===== config.mk =====
export PLATFORM = sky130hd
export DESIGN_NAME = imem_loader
export DESIGN_NICKNAME = d
export VERILOG_FILES = /design/src/rtl/imem_loader_pkg.sv /design/src/rtl/imem_word_assembler.sv /design/src/rtl/imem_loader.sv
export SDC_FILE = /design/constraint.sdc
export NUM_CORES = 1
export LEC_CHECK = 0
export ABC_AREA = 1
export CAP_MARGIN = 40
export CORE_AREA = 4 4 103 125
export CTS_BUF_LIST = sky130_fd_sc_hd__clkbuf_2
export CTS_CLUSTER_DIAMETER = 100
export CTS_CLUSTER_SIZE = 16
export DETAILED_ROUTE_END_ITERATION = 10
export DIE_AREA = 0 0 107 129
export DONT_BUFFER_PORTS = 1
export HOLD_SLACK_MARGIN = 0.1
export PLACE_DENSITY = 0.46
export SYNTH_ARGS = -nofsm -noshare
export SYNTH_HDL_FRONTEND = slang
export SYNTH_SLANG_ARGS = --single-unit

===== constraint.sdc =====
create_clock -name clk -period 4.2 [get_ports clk]
set_input_delay 0.63 -clock clk [delete_from_list [all_inputs] [get_ports clk]]
set_output_delay 0.63 -clock clk [all_outputs]
set_load 0.01 [all_outputs]

===== src/rtl/imem_loader_pkg.sv =====
// Shared types and constants for the instruction-memory loader.
// The loader's state encoding and the frame geometry live here.
package imem_loader_pkg;

  typedef enum logic [2:0] {
    IDLE,
    LEN_LO,
    LEN_HI,
    DATA,
    CHECK,
    DONE,
    ERR
  } loader_state_t;

  localparam int LEN_BYTES      = 2;
  localparam int BYTES_PER_WORD = 4;

endpackage


===== src/rtl/imem_word_assembler.sv =====
// Packs incoming bytes into little-endian 32-bit words and flags each
// completed word for one cycle, one cycle after its last byte arrives.
module imem_word_assembler
  import imem_loader_pkg::*;
(
  input  logic        clk,
  input  logic        reset,
  input  logic        clear,
  input  logic        byte_valid,
  input  logic [7:0]  byte_data,
  output logic        last_byte,
  output logic        word_valid,
  output logic [31:0] word_data
);

  logic [1:0] byte_cnt;

  assign last_byte = (byte_cnt == 2'(BYTES_PER_WORD - 1));

  // Shifting right puts the first byte received in the low lane.
  always_ff @(posedge clk or posedge reset) begin
    if (reset) begin
      byte_cnt   <= '0;
      word_valid <= 1'b0;
      word_data  <= '0;
    end else begin
      word_valid <= byte_valid && last_byte;
      if (clear) begin
        byte_cnt <= '0;
      end else if (byte_valid) begin
        byte_cnt  <= byte_cnt + 2'd1;
        word_data <= {byte_data, word_data[31:8]};
      end
    end
  end

endmodule


===== src/rtl/imem_loader.sv =====
// Loads a framed program image from a byte stream into instruction memory
// and keeps the CPU held in reset until a load ends with a good checksum.
module imem_loader
  import imem_loader_pkg::*;
#(
  parameter int IMEM_DEPTH_WORDS = 256,
  parameter int ADDR_W           = 32
) (
  input  logic              clk,
  input  logic              reset,
  input  logic              start,
  input  logic              rx_valid,
  input  logic [7:0]        rx_data,
  output logic              rx_ready,
  output logic              imem_we,
  output logic [ADDR_W-1:0] imem_addr,
  output logic [31:0]       imem_wdata,
  output logic              cpu_hold,
  output logic              busy,
  output logic              done,
  output logic              error
);

  localparam int IDX_W = $clog2(IMEM_DEPTH_WORDS + 1);

  loader_state_t    state, next_state;
  logic [15:0]      n_words;
  logic [15:0]      len_full;
  logic [7:0]       csum;
  logic [IDX_W-1:0] word_idx;
  logic             xfer;
  logic             start_ok;
  logic             asm_clear;
  logic             last_byte;
  logic             word_valid;
  logic [31:0]      word_data;

  assign xfer      = rx_valid && rx_ready;
  assign start_ok  = (state == IDLE) && start;
  assign asm_clear = xfer && (state == LEN_HI);
  assign len_full  = {rx_data, n_words[7:0]};

  imem_word_assembler u_asm (
    .clk        (clk),
    .reset      (reset),
    .clear      (asm_clear),
    .byte_valid (xfer && (state == DATA)),
    .byte_data  (rx_data),
    .last_byte  (last_byte),
    .word_valid (word_valid),
    .word_data  (word_data)
  );

  // The write address follows the assembler's delayed strobe, so it always
  // names the word currently being written.
  assign imem_we    = word_valid;
  assign imem_wdata = word_data;
  assign imem_addr  = ADDR_W'({word_idx, 2'b00});

  always_ff @(posedge clk or posedge reset) begin
    if (reset) state <= IDLE;
    else       state <= next_state;
  end

  always_comb begin
    next_state = state;
    rx_ready   = 1'b0;
    busy       = 1'b0;
    done       = 1'b0;
    case (state)
      IDLE: begin
        if (start) next_state = LEN_LO;
      end
      LEN_LO: begin
        rx_ready = 1'b1;
        busy     = 1'b1;
        if (xfer) next_state = LEN_HI;
      end
      LEN_HI: begin
        rx_ready = 1'b1;
        busy     = 1'b1;
        if (xfer) begin
          if (len_full > 16'(IMEM_DEPTH_WORDS)) next_state = ERR;
          else if (len_full == 16'd0)           next_state = CHECK;
          else                                  next_state = DATA;
        end
      end
      DATA: begin
        rx_ready = 1'b1;
        busy     = 1'b1;
        // The previous word's write has always retired before this word's last byte.
        if (xfer && last_byte && (16'(word_idx) == n_words - 16'd1))
          next_state = CHECK;
      end
      CHECK: begin
        rx_ready = 1'b1;
        busy     = 1'b1;
        if (xfer) next_state = (rx_data == csum) ? DONE : ERR;
      end
      DONE: begin
        done       = 1'b1;
        next_state = IDLE;
      end
      ERR: begin
        next_state = IDLE;
      end
      default: next_state = IDLE;
    endcase
  end

  always_ff @(posedge clk or posedge reset) begin
    if (reset) begin
      n_words  <= '0;
      csum     <= '0;
      word_idx <= '0;
      error    <= 1'b0;
      cpu_hold <= 1'b1;
    end else begin
      if (xfer && state == LEN_LO) n_words[7:0] <= rx_data;
      if (asm_clear) begin
        n_words[15:8] <= rx_data;
        csum          <= '0;
      end else if (xfer && state == DATA) begin
        csum <= csum ^ rx_data;
      end
      if (asm_clear)       word_idx <= '0;
      else if (word_valid) word_idx <= word_idx + 1'b1;
      if (start_ok)                error <= 1'b0;
      else if (next_state == ERR)  error <= 1'b1;
      if (start_ok)                cpu_hold <= 1'b1;
      else if (next_state == DONE) cpu_hold <= 1'b0;
    end
  end

endmodule


==> impl_results.md <==
* IO buf count at 0
* Worst Hold Depth at 2
* Area grow syn2layout at 5.77%
* Number of cells on the worst reg-to-reg path at 17
* Clock transition at path regs at 190 ps
* Synth Register Bits at 73
* Max Clk Rate at 468 MHz
* Total grt overflow at 0
* Initial Utilization at 33.7%
* Worst vdd ir at 0.323 mV
* Row count at 43
* Sequential area share after synthesis at between 40% and 50%
* Largest family of logic cells by synthesized area: simple AND/OR/NAND/NOR gates
* Post-route ant nets at 0
* Pre-CTS WS at 2110 ps
* Global-route wire length before repair at 14.6 mm
* # IOs at slightly above 80
* Worst Setup Start Kind: flip-flop
* Crit share post-route at 50.9%
* Post-CTS setup repair buffer count at 0
* Most common cell after layout, fill and taps aside: nand2_1
* Setup Skew at ~13 ps
* Total negative slack at 0 ps
* H-tree depth at 3
* Fillers at 1224
* Slew Limit Fails at 0
* Placed wire-length estimate at 6.57 mm
* Top post-synthesis cells by area: dfrtp_1 (46%), nand2_1 (10%), o21ai_0 (5.3%)
* WS Path Type: flip-flop to output pin
* Post-synth cell types at 32
* Num CTS Buffers at 9
* Vias per Instance at 4.57
* Total Wirelength at 8.64 mm
* Mapped Area at 0.00388 mm^2
* Hold Crit Class: input pin to flip-flop
* Worst setup path endpoint: busy
* Final setup viols at 0
* Die ar. at around 0.014 mm^2
* Drt wl/cell at 13.6 um
* CTS max path bufs at 2
* Slew @ Worst Pin at 717 ps
* Syn. warnings at 0
* CP arrival at 1510 ps
* Mux cell area share after synthesis at 4.64%
* Initial antenna violation count at 0
* Syn_area_per_cell at 8.26 um^2
* Drt initial violations at 138
* Ys async rst share at between 90% and 100%
* Vias in the first global route at 2865
* Die height at 129 um
* P_leak at 2.06 nW
* Die W at roughly 110 um
* DR vias at between 2k and 3k
* Cell accounting for the most synthesized area: dfrtp_1
* Largest net degree at the start of global routing at 44
* Synth Area in Simple Gates at 23.1%
* Nets at 488
* Crit end category: output pin
* DRC errors left at 0
* Post-Synthesis Cells at 470
* Commonest cells after routing, fill and taps aside: nand2_1 (104), dfrtp_1 (72), inv_1 (52), nor2_1 (52), o21ai_0 (41)
* Total Routing Usage GR at a little over an eighth
* Reg-to-Reg End: error
* Clock Latency Late Sink at 520 ps
* Slew headroom at approximately 52%
* Status: completed
* CTS sink cnt at 73
* CTS tree: done
* Final hold vios at 0
* Fin crit period at 2140 ps
* Crit. Startpoint: state[0]
* Core area at 0.0115 mm^2
* RSZ-0062 raised after global routing: false
* Area of the multi-input gates at 0.00170 mm^2
* Fraction of synthesized cell area in xor and xnor cells at 3.84%
* Top FF cell, synth: dfrtp_1
* Synth Area in Adders at 0.967%
* Share of post-route cells with drive strength above 1 at ~8.4%
* Post-synth top area share at 46.4%
* CP Max Fanout at 5
* Routability cong. at 0.855
* Worst reg2reg setup slack at between 2000 and 2500 ps
* Max Cap Viol at 0
* Post-synth EDFFs at 0
* Root Buffer: clkbuf_2
* Compound-Gate Fraction of Synth Area at 9.06%
* Tot Pwr at 2.76 mW
* CP Data Required Time at 3570 ps
* Worst R2R Start: n_words[0]
* Detailed-router iteration count before antenna repair at 4
* P per Cell Area at 671 mW/mm^2
* N_diodes at 0
* PnR worst setup slack at just over 2000 ps
* Final Util at 35.6%
* Register Area at 0.00183 mm^2
==> layer usage <==
layer / wire length, um / vias up / global-route usage, %
li1: - / 1448 / -
met1: 3670 / 1367 / 15.8
met2: 4260 / 68 / 22.2
met3: 550 / 13 / 4.72
met4: 153 / 0 / 5.19
met5: 0 / - / 0
==> cell usage after synthesis (all sizes together), types with 5 or more instances <==
cell / number
nand2: 112
a32o: 5
mux2: 16
nand3: 23
nor2: 60
clkbuf: 7
inv: 56
xnor2: 9
buf: 26
nor3: 5
xor2: 8
o21ai: 47
a21oi: 11
dfrtp: 72
==> sequential cells by signal, indices dropped and copies added, names as in the netlist <==
register,flops
u_asm.word_data,32
n_words,16
word_idx,9
csum,8
state,3
u_asm.byte_cnt,2
cpu_hold,1
error,1
u_asm.word_valid,1
==> worst min path at each step <==
stage,startpoint,endpoint,slack (ps)
floorplan,u_asm.byte_cnt[1],u_asm.byte_cnt[1],470
global placement,csum[1],csum[1],490
detailed placement,csum[4],csum[4],500
CTS,start,cpu_hold,210
global route,rx_valid,csum[7],180
finish,start,cpu_hold,260
==> area by class of cell <==
type                    count  share of cell area (%)
clock buffers              10                    1.22
repair buffers              3                   0.915
multi-input cells         328                    41.5
clock inverters             5                    1.74
inverters                  58                    5.30
well taps                 157                    4.79
flip-flops and latches     73                    44.5
==> kinds of logic (layout without fill, tap and decap cells) <==
logic type,after synthesis,after routing
muxes,16,16
xor gates and xnor gates,17,17
adders and majority gates,3,3
DFF,73,73
AOI/OAI and AO/OA,63,63
and+or+nand+nor,206,206
buffers and inverters,91,76
other,1,23
==> power by group <==
| group | total (mW) | switching [mW] | leakage [nW] | internal, mW |
|---|---|---|---|---|
| combinational | 0.996 | 0.614 | 1.04 | 0.382 |
| sequential | 1.33 | 0.356 | 0.940 | 0.970 |
| clock | 0.433 | 0.242 | 0.0745 | 0.191 |
==> through the flow <==
stage	hold slack, ps	instance area (um^2)	std cells
after floorplan	467	3960	492
after global placement	489	3950	617
after detailed placement	495	3970	618
after CTS	213	4100	634
after global routing	182	4100	634
final	262	4100	634
==> worst max-delay path, cell delays in order, from the launching register on <==
cell	delay, ps
dfrtp_1	480
o21ai_1	280
nand2_1	220
==> what timing repair did <==
item | 4_1_cts | 5_1_grt
gates resized for setup | 0 | 0
setup endpoints to repair | 0 | 0
hold endpoints to repair | 30 | 0
hold buffers | 1 | 0
Power figures use the tool's default switching activity.
